<file path="src/rtl/sine_sum_dac_spi.sv">
// Scales a 13-bit sine sum to 12 bits and sends it to a 12-bit SPI DAC as a
// 16-bit {command, code} frame, counting samples offered while the link is busy.
`timescale 1ns/1ps
module sine_sum_dac_spi #(
  parameter int unsigned CLK_DIV = 2,
  parameter int unsigned CS_GAP  = 2,
  parameter logic [3:0]  DAC_CMD = 4'b0011
) (
  input  logic        clk,
  input  logic        rst,
  input  logic [12:0] sample_in,
  input  logic        sample_valid,
  output logic        sample_ready,
  output logic        dac_cs_n,
  output logic        dac_sclk,
  output logic        dac_sdi,
  output logic        busy,
  output logic [7:0]  skip_cnt
);

  localparam int unsigned DivW = (CLK_DIV > 1) ? $clog2(CLK_DIV) : 1;
  localparam int unsigned GapW = (CS_GAP > 1) ? $clog2(CS_GAP) : 1;
  localparam logic [DivW-1:0] DivLast = DivW'(CLK_DIV - 1);
  localparam logic [GapW-1:0] GapLast = GapW'(CS_GAP - 1);

  typedef enum logic [1:0] {StIdle, StShift, StGap} state_e;

  state_e            r_state, w_state_d;
  logic [15:0]       r_shift, w_shift_d;
  logic [DivW-1:0]   r_div, w_div_d;
  logic [3:0]        r_bit, w_bit_d;
  logic [GapW-1:0]   r_gap, w_gap_d;
  logic              r_cs_n, w_cs_n_d;
  logic              r_sclk, w_sclk_d;
  logic              r_sdi, w_sdi_d;
  logic              r_ready, w_ready_d;
  logic              r_busy;
  logic [7:0]        r_skip, w_skip_d;

  always_ff @(posedge clk or negedge rst) begin
    if (!rst) begin
      r_state <= StIdle;
      r_shift <= '0;
      r_div   <= '0;
      r_bit   <= '0;
      r_gap   <= '0;
      r_cs_n  <= 1'b1;
      r_sclk  <= 1'b0;
      r_sdi   <= 1'b0;
      r_ready <= 1'b1;
      r_busy  <= 1'b0;
      r_skip  <= '0;
    end else begin
      r_state <= w_state_d;
      r_shift <= w_shift_d;
      r_div   <= w_div_d;
      r_bit   <= w_bit_d;
      r_gap   <= w_gap_d;
      r_cs_n  <= w_cs_n_d;
      r_sclk  <= w_sclk_d;
      r_sdi   <= w_sdi_d;
      r_ready <= w_ready_d;
      r_busy  <= ~w_ready_d;
      r_skip  <= w_skip_d;
    end
  end

  always_comb begin
    w_state_d = r_state;
    w_shift_d = r_shift;
    w_div_d   = r_div;
    w_bit_d   = r_bit;
    w_gap_d   = r_gap;
    w_cs_n_d  = r_cs_n;
    w_sclk_d  = r_sclk;
    w_sdi_d   = r_sdi;
    w_ready_d = r_ready;
    w_skip_d  = r_skip;

    if (sample_valid && !r_ready && (r_skip != 8'hFF)) begin
      w_skip_d = r_skip + 8'd1;
    end

    unique case (r_state)
      StIdle: begin
        if (sample_valid) begin
          w_shift_d = {DAC_CMD, sample_in[12:1]};
          w_sdi_d   = DAC_CMD[3];
          w_cs_n_d  = 1'b0;
          w_sclk_d  = 1'b0;
          w_div_d   = '0;
          w_bit_d   = '0;
          w_ready_d = 1'b0;
          w_state_d = StShift;
        end
      end
      StShift: begin
        if (r_div == DivLast) begin
          w_div_d  = '0;
          w_sclk_d = ~r_sclk;
          // End of a high half-period: advance to the next bit or close the frame.
          if (r_sclk) begin
            if (r_bit == 4'd15) begin
              w_state_d = StGap;
              w_cs_n_d  = 1'b1;
              w_sclk_d  = 1'b0;
              w_sdi_d   = 1'b0;
              w_gap_d   = '0;
            end else begin
              w_bit_d   = r_bit + 4'd1;
              w_shift_d = {r_shift[14:0], 1'b0};
              w_sdi_d   = r_shift[14];
            end
          end
        end else begin
          w_div_d = r_div + DivW'(1);
        end
      end
      StGap: begin
        if (r_gap == GapLast) begin
          w_state_d = StIdle;
          w_ready_d = 1'b1;
        end else begin
          w_gap_d = r_gap + GapW'(1);
        end
      end
      default: begin
        w_state_d = StIdle;
        w_cs_n_d  = 1'b1;
        w_sclk_d  = 1'b0;
        w_sdi_d   = 1'b0;
        w_ready_d = 1'b1;
      end
    endcase
  end

  assign sample_ready = r_ready;
  assign busy         = r_busy;
  assign dac_cs_n     = r_cs_n;
  assign dac_sclk     = r_sclk;
  assign dac_sdi      = r_sdi;
  assign skip_cnt     = r_skip;

endmodule
</file>
<file path="config.mk">
export PLATFORM = sky130hd
export DESIGN_NAME = sine_sum_dac_spi
export DESIGN_NICKNAME = d
export VERILOG_FILES = /design/src/rtl/sine_sum_dac_spi.sv
export SDC_FILE = /design/constraint.sdc
export NUM_CORES = 1
export LEC_CHECK = 0
export CORE_MARGIN = 8
export CORE_UTILIZATION = 50
export DETAILED_ROUTE_END_ITERATION = 8
export DONT_BUFFER_PORTS = 1
export PLACE_DENSITY = 0.73
export RECOVER_POWER = 50
export SLEW_MARGIN = 40
export SYNTH_ARGS = -nofsm -noshare
export SYNTH_HDL_FRONTEND = slang
export SYNTH_SLANG_ARGS = --single-unit
export TNS_END_PERCENT = 10
</file>
<file path="constraint.sdc">
create_clock -name clk -period 2.1 [get_ports clk]
set_clock_uncertainty 0.1 [all_clocks]
set_input_delay 0.315 -clock clk [delete_from_list [all_inputs] [get_ports clk]]
set_output_delay 0.315 -clock clk [all_outputs]
set_load 0.01 [all_outputs]
</file>
; ---- Word-level counts from Yosys, hierarchy flattened
; Index checks and enable logic that the tools add are counted.
[totals]
regBits = 36
input_bits = 16
output_inout_bits = 13
word_cells = 80
[classes]
add_sub_neg = 4
eq_ne = 10
mux = 39
bitwise_logic = 3
n_reduce_logical = 13
[op_table]
columns = cell, n
row1 = 15-bit 2-to-1 mux, 4
row2 = 15-bit one-hot mux with 2 select lines, 1
row3 = 1-bit 2-to-1 mux, 17
row4 = 4-bit 2-to-1 mux, 4
row5 = 5-bit AND reduction, 3
row6 = 2-bit inequality test (second input constant), 6
row7 = 1-bit one-hot mux with 3 select lines, 4
row8 = 2-bit 2-to-1 mux, 5
row9 = 8-bit by 1-bit adder with 8-bit output (second input constant), 1
row10 = 8-bit inequality test (second input constant), 1
row11 = 4-bit one-hot mux with 2 select lines, 1
row12 = 4-bit AND reduction, 2
row13 = 2-bit one-hot mux with 3 select lines, 1
row14 = 4-bit by 1-bit adder with 4-bit output (second input constant), 1
row15 = 4-bit equality test (second input constant), 1
row16 = 1-bit one-hot mux with 2 select lines, 2
row17 = 2-bit nonzero test, 2
row18 = 1-bit inverter, 3
row19 = 3-bit AND reduction, 1
row20 = 1-bit adder (second input constant), 2
row21 = 2-bit by 1-bit equality test with 1-bit output (second input constant), 1
row22 = 2-bit equality test (second input constant), 1
row23 = 1-bit logical AND, 2
row24 = 2-bit zero test, 1
row25 = other kinds (2), 2

; ---- Longest topological paths before layout
; Gate-level depths: netlist (run 1).
[depth]
word_depth = 5
ltp_mapped = 6
depth_no_buf = 4

; ---- Least setup slack after synthesis (run 1)
; No wires, ideal clock.
[synth_timing]
path_type = flip-flop to flip-flop
startpoint = register r_skip[1] (netlist: skip_cnt[1])
endpoint = register r_skip[1] (netlist: skip_cnt[1])
setup_ns = 0.125
arrival_time_ns = 1.523
required_ns = 1.875
setup_slack_ns = 0.352
path_stages_with_launch = 5
path_buffers = 0
period_less_slack_ns = 1.748
path_cell_list = dfrtp_1 > ha_1 > nand3_1 > o31ai_1 > mux2_2
[synth_via]
elab_chain_len = 2
word_cells_on_any_way = 3
cone_classes = add/sub (1) / eq/ne (1) / reduce/logical (1)
[synth_lines]
columns = item, line
row1 = from (decl), 38  ; logic [7:0] r_skip, w_skip_d;
row2 = from (signal assigned), 64  ; r_skip <= w_skip_d;
row3 = "parallel branches: the longest is 2 deep, another holds 8-bit by 1-bit adder with 8-bit output", n/a
; Parallel ways; which one is timed is not known.
; A chain may end at the register's enable or synchronous reset.

; ---- Worst setup path in the final report (run 1)
[layout_timing]
startpoint = register r_skip[0] (netlist: skip_cnt[0])
endpoint = register r_skip[1] (netlist: skip_cnt[1])
; Same word-level chain as after synthesis.

==> results of run 1 <==
-- metal layers --
layer / GRT usage / part of all wire / up-vias
met3: 0.05245 / 0.071 / 6
met5: 0 / 0 / -
met1: 0.1712 / 0.44 / 684
met2: 0.2099 / 0.47 / 39
li1: - / - / 638
met4: 0.05094 / 0.013 / 0
-- worst register-to-register path: stages (launching register included) --
cell and delay (ns):
dfrtp_1 0.47, ha_1 0.26, nand3_1 0.15, o31ai_1 0.43, mux2_2 0.38
-- state kept, by name (all words and copies together), names as in the netlist --
signal	cells
r_gap	1
skip_cnt	8
dac_cs_n	1
busy	1
r_bit	4
r_state	2
dac_sdi	1
sample_ready	1
dac_sclk	1
r_shift	15
r_div	1
-- how the worst min path moves through the flow --
stage / start / to / slack (ns) / cells past startpoint
floorplan: rst / busy / -0.08 / 0
global placement: rst / r_bit[3] / -0.08 / 0
detailed placement: rst / r_shift[1] / -0.08 / 0
CTS: sample_in[1] / r_shift[0] / 0.08 / 1
global route: sample_in[1] / r_shift[0] / 0.08 / 1
finish: sample_in[1] / r_shift[0] / 0.09 / 1
-- power breakdown --
part	switching [mW]	internal, mW	total [mW]
Clock	0.233	0.299	0.532
Sequential	0.324	0.990	1.31
Combinational	0.645	0.724	1.37
-- layout make-up --
cell class                      instances  area [µm²]
Timing Repair Buffer                    8       85.08
Tap cell                               48       60.06
Multi-Input combinational cell        116       890.9
Fill cell                             322        1579
Clock buffer                            8       100.1
Inverter                                4       15.01
Sequential cell                        36       903.4
-- per-stage QoR --
stage | instance area [µm²] | worst slack (ns) | utilization
final | 2054 | 0.2117 | 0.5654
after global placement | 1939 | 0.2713 | 0.5337
after floorplan | 1867 | 0.3521 | -
after detailed placement | 1939 | 0.2516 | 0.5337
after global routing | 2054 | 0.08357 | 0.5654
after CTS | 2069 | 0.2318 | 0.5696
-- what timing repair did --
item                                   4_1_cts  5_1_grt
endpoints found under the hold margin       36        0
resized for setup                            0        0
hold buffers                                 2        0
-- cells in the mapped netlist, types with 2 or more instances --
cell type and n:
dfrtp_1 34, o22ai_1 13, nand3_1 9, a2bb2oi_2 8
nand2_1 7, or3b_2 6, a21oi_1 5, or3b_1 5
a2bb2oi_1 4, buf_2 4, clkbuf_1 4, inv_1 4
mux2_2 4, nand2b_1 4, nor2_1 4, nor2b_1 3
nor3_1 3, o21ai_0 3, a211oi_1 2, and4b_1 2
dfstp_2 2, ha_1 2, nand3b_1 2, nand4_1 2
nor3b_1 2, o211ai_1 2, xnor2_1 2
-- cells by family (layout without fill, tap and decap cells) --
family / after synthesis / count (layout) / synth area share
simple gates: 57 / 57 / 0.1957
compound gates: 48 / 48 / 0.2185
flops: 36 / 36 / 0.4839
buf+inv: 14 / 20 / 0.03887
mux: 6 / 6 / 0.03552
xor+xnor: 3 / 3 / 0.01408
fa+ha+maj: 2 / 2 / 0.01340
==> metrics.md, run 1 <==
| Metric | Value |
|---|---|
| Seq/Total Area, Yosys | 0.4839 |
| Final nets | ~190 |
| CP Class | reg2reg |
| Initial core utilization | 0.5138 |
| CTS tree | yes |
| Reg-to-reg startpoint | skip_cnt[0] |
| Area share of the largest cell type after synthesis | 0.4558 |
| Die height | 77.11 µm |
| CP Capture Type | flop |
| H-tree depth | 2 |
| Drt initial violations | 73 |
| Unrepaired setup endpoints after global routing | no |
| Die width | 77.11 µm |
| Power per cell area | around 1600 nW/µm² |
| Antenna violations before repair | 0 |
| Run status | finished clean |
| Crit path from | skip_cnt[0] |
| Detailed-route via count | ~1,400 |
| Worst Tran Pin Value | 0.9074 ns |
| Final setup fails | 0 |
| Synth top area cells | dfrtp_1 46%, a2bb2oi_2 6.4%, o22ai_1 4.4%, dfstp_2 2.8%, or3b_2 2.8% |
| Worst skew pair latency | 0.28 ns |
| Share of layout cells above drive strength 1 | 0.2151 |
| Yosys warning count | 0 |
| Mapped Area | about 1900 µm² |
| Final wirelength | about 3.9 mm |
| Total of max-cap violations | 0 |
| CP max stage delay | 0.47 ns |
| Leak | 0.8319 nW |
| Hold WS | 0.08991 ns |
| HPWL Detailed | roughly 2.7 mm |
| Core area | around 3600 µm² |
| Mapped Cells | 166 |
| Data required time at the worst endpoint | ~2.2 ns |
| Vias in the first global route | ~1,300 |
| Worst hold path class | in2reg |
| Mapped Nets | 184 |
| IO buf count | 0 |
| Flop-to-flop setup slack | 0.21 ns |
| CP max-delay cell | dfrtp_1 |
| CP Buf/Inv Count | 0 |
| Full die area | between 5000 and 6000 µm² |
| Synth unique cells | between 50 and 60 |
| Clk slew on worst S/H paths | around 0.07 ns |
| Post-synth top area cell | dfrtp_1 |
| Avg Cell Area, Syn | about 11 µm² |
| Final-report hold violation count | 0 |
| Drt first pass iters | 4 |
| Total of flip-flops plus latches after synthesis | 36 |
| Setup_tns | 0 ns |
| # clock sinks | 36 |
| GRT overflow | 0 |
| Commonest non-fill, non-tap cells in the layout | 34 x dfrtp_1, 13 x o22ai_1, 9 x nand3_1 |
| Io pins | 29 |
| Via density | 6.214 |
| Non-Filler Instances | between 200 and 250 |
| Startpoint type of the worst setup path | flop |
| Remaining DRCs | 0 |
| Achievable Freq | roughly 0.53 GHz |
| Post-route clock period utilization | 0.8992 |
| Critical path fanouts, max | 4 |
| Family with the most delay on the worst path | flip-flops |
| Post-CTS setup buffer count | 0 |
| Slew HR | 0.3951 |
| Post-route minimum period | 1.888 ns |
| Prevailing post-synth register cell | dfrtp_1 |
| Ys async rst share | 1.000 |
| First-pass GRT wire length | roughly 6.6 mm |
| Crit path depth | 4 |
| RR Endpoint | skip_cnt[1] |
| FF-to-FF path depth | 4 |
| Inserted Clock Buffers | 5 |
| Row cnt | 22 |
| Routability cong. | between 0.8 and 0.9 |
| Pins Over Slew Limit | 0 |
| Largest net degree at the start of global routing | 37 |
| Post-DRT Antenna Nets | 0 |
| Average wire per standard cell | roughly 18 µm |
| Crit-path cells | ha_1, nand3_1, o31ai_1, mux2_2 |
| Placed cell count | 210 |
| CP arrival | approximately 2.0 ns |
| EDFF count, synth | 0 |
| Gr usage total | 0.1373 |
| Area grow syn2layout | 10.05% |
| Pwr Total | ~3.2 mW |
| Clock Path Buffers | 2 |
| Antenna fix cells | 0 |
| Most common cell after layout, fill and taps aside | dfrtp_1 |
| Peak supply drop | 0.6646 mV |
| CTS root buf | clkbuf_8 |
| CP endpoint | skip_cnt[1] |
(Power assumes the default switching activity.)
==> inputs of run 2 (changes only) <==
--- a/config.mk
+++ b/config.mk
@@ -9,7 +9,7 @@
 export CORE_UTILIZATION = 50
 export DETAILED_ROUTE_END_ITERATION = 8
 export DONT_BUFFER_PORTS = 1
-export PLACE_DENSITY = 0.73
+export PLACE_DENSITY = 0.72
 export RECOVER_POWER = 50
 export SLEW_MARGIN = 40
 export SYNTH_ARGS = -nofsm -noshare
==> metrics.md, run 2 (synthesis results as in run 1) <==
| Metric | Value |
|---|---|
| Startpoint type of the worst setup path | flop |
| Hold WS | 0.09982 ns |
| GRT overflow | 0 |
| Final nets | between 150 and 200 |
| CP Class | reg2reg |
| Post-route clock period utilization | 0.9059 |
| Die height | just under 80 µm |
| Post-route minimum period | about 1.9 ns |
| Reg-to-reg startpoint | skip_cnt[0] |
| Hold Path Cell Cnt | 1 |
| First-pass GRT wire length | 6.672 mm |
| # fillers | between 300 and 400 |
| Row cnt | 22 |
| CP arrival | roughly 2.0 ns |
| CTS tree | yes |
| Antenna fix cells | 0 |
| Critical path fanouts, max | 4 |
| Placed cell count | 211 |
| Max FFs per register | 15 |
| Final-report hold violation count | 0 |
| Worst skew pair latency | roughly 0.28 ns |
| Hold_sp | sample_in[1] |
| HPWL Detailed | 2.811 mm |
| Power per cell area | between 1500 and 2000 nW/µm² |
| Io pins | 29 |
| Hold Path End | r_shift[0] |
| Core area | between 3000 and 4000 µm² |
| Gr usage total | 0.1360 |
| Vias in the first global route | around 1,400 |
| Die width | slightly below 80 µm |
| Clk slew on worst S/H paths | ~0.070 ns |
| Clock Path Buffers | 2 |
| Pins Over Slew Limit | 0 |
| Run status | finished clean |
| RR Endpoint | skip_cnt[1] |
| Drt first pass iters | 4 |
| Unrepaired setup endpoints after global routing | no |
| Final worst slack | ~0.2 ns |
| Peak supply drop | approximately 1 mV |
| Post-CTS setup buffer count | 0 |
| Final wirelength | a little under 4 mm |
| Share of layout cells above drive strength 1 | 0.2151 |
| # clock sinks | 36 |
| Setup_tns | 0 ns |
| IO buf count | 0 |
| Achievable Freq | 0.5257 GHz |
| Largest net degree at the start of global routing | 37 |
| Post-DRT Antenna Nets | 0 |
| Commonest non-fill, non-tap cells in the layout | 34 x dfrtp_1, 13 x o22ai_1, 9 x nand3_1 |
| Average wire per standard cell | 18.06 µm |
| Drt initial violations | 74 |
| Worst Tran Pin Value | just under 0.9 ns |
| Worst hold path class | in2reg |
| Total of max-cap violations | 0 |
| Data required time at the worst endpoint | 2.17 ns |
| Routability cong. | roughly 0.74 |
| DP Worst Slack | approximately 0.18 ns |
| Final Util | 0.5544 |
| Remaining DRCs | 0 |
| Inserted Clock Buffers | 5 |
| Largest register by flop count | r_shift |
| Leak | ~0.82 nW |
| Initial core utilization | 0.5138 |
| Area grow syn2layout | 7.909% |
| Slew HR | 0.4172 |
| Antenna violations before repair | 0 |
| CTS root buf | clkbuf_8 |
| Most common cell after layout, fill and taps aside | dfrtp_1 |
| Final setup fails | 0 |
| Via density | roughly 6.3 |
| Full die area | slightly below 6000 µm² |
| FF-to-FF path depth | 4 |
| H-tree depth | 2 |
| Detailed-route via count | between 1,000 and 1,500 |
| Flop-to-flop setup slack | slightly below 0.2 ns |
| Non-Filler Instances | 220 |
| CP Capture Type | flop |
## run 2: critical path, cell delays in order, from the launching register on
cell	delay (ns)
dfrtp_1	0.46
ha_1	0.25
nand3_1	0.15
o31ai_1	0.45
mux2_2	0.38
## run 2: area by class of cell
| cell class | instances | area [µm²] | share of cell area |
|---|---|---|---|
| clock buffers | 6 | 72.57 | 0.03602 |
| clock inverters | 1 | 5.005 | 0.002484 |
| inverters | 4 | 15.01 | 0.007453 |
| multi-input cells | 116 | 890.9 | 0.4422 |
| flip-flops and latches | 36 | 903.4 | 0.4484 |
| well taps | 48 | 60.06 | 0.02981 |
| repair buffers | 9 | 67.56 | 0.03354 |
## run 2: metrics by stage
stage	area, µm²	power (mW)
2_1_floorplan	1867	2.351
3_3_place_gp	1922	2.560
3_5_place_dp	1922	2.642
4_1_cts	2029	3.130
5_1_grt	2014	3.311
6_report	2014	3.099
## run 2: how the worst max path moves through the flow
stage	from	endpoint	slack (ns)	cells past startpoint
4_1_cts	skip_cnt[0]	skip_cnt[1]	0.17	4
3_3_place_gp	skip_cnt[0]	skip_cnt[1]	0.28	4
5_1_grt	skip_cnt[0]	skip_cnt[1]	0.05	4
6_report	skip_cnt[0]	skip_cnt[1]	0.20	4
3_5_place_dp	skip_cnt[0]	skip_cnt[1]	0.18	4
2_1_floorplan	skip_cnt[1]	skip_cnt[1]	0.35	4
## run 2: what timing repair did
| action | in CTS | in global routing |
|---|---|---|
| endpoints found under the hold margin | 36 | 0 |
| gates resized for setup | 0 | 0 |
| endpoints found under the setup margin | 0 | 0 |
| hold buffers | 2 | 0 |
## run 2: report_power, final
group | total [mW] | internal (mW) | switching, mW
combinational | 1.33 | 0.681 | 0.653
clock | 0.456 | 0.225 | 0.231
sequential | 1.31 | 0.990 | 0.318
## run 2: metal layers
metal  routed length (µm)  vias up  global-route usage
met5                    0        -                   0
met4                   35        0             0.04528
met3                  229        4             0.05012
met2                 1935       33              0.2167
met1                 1773      700              0.1653
li1                     -      643                   -
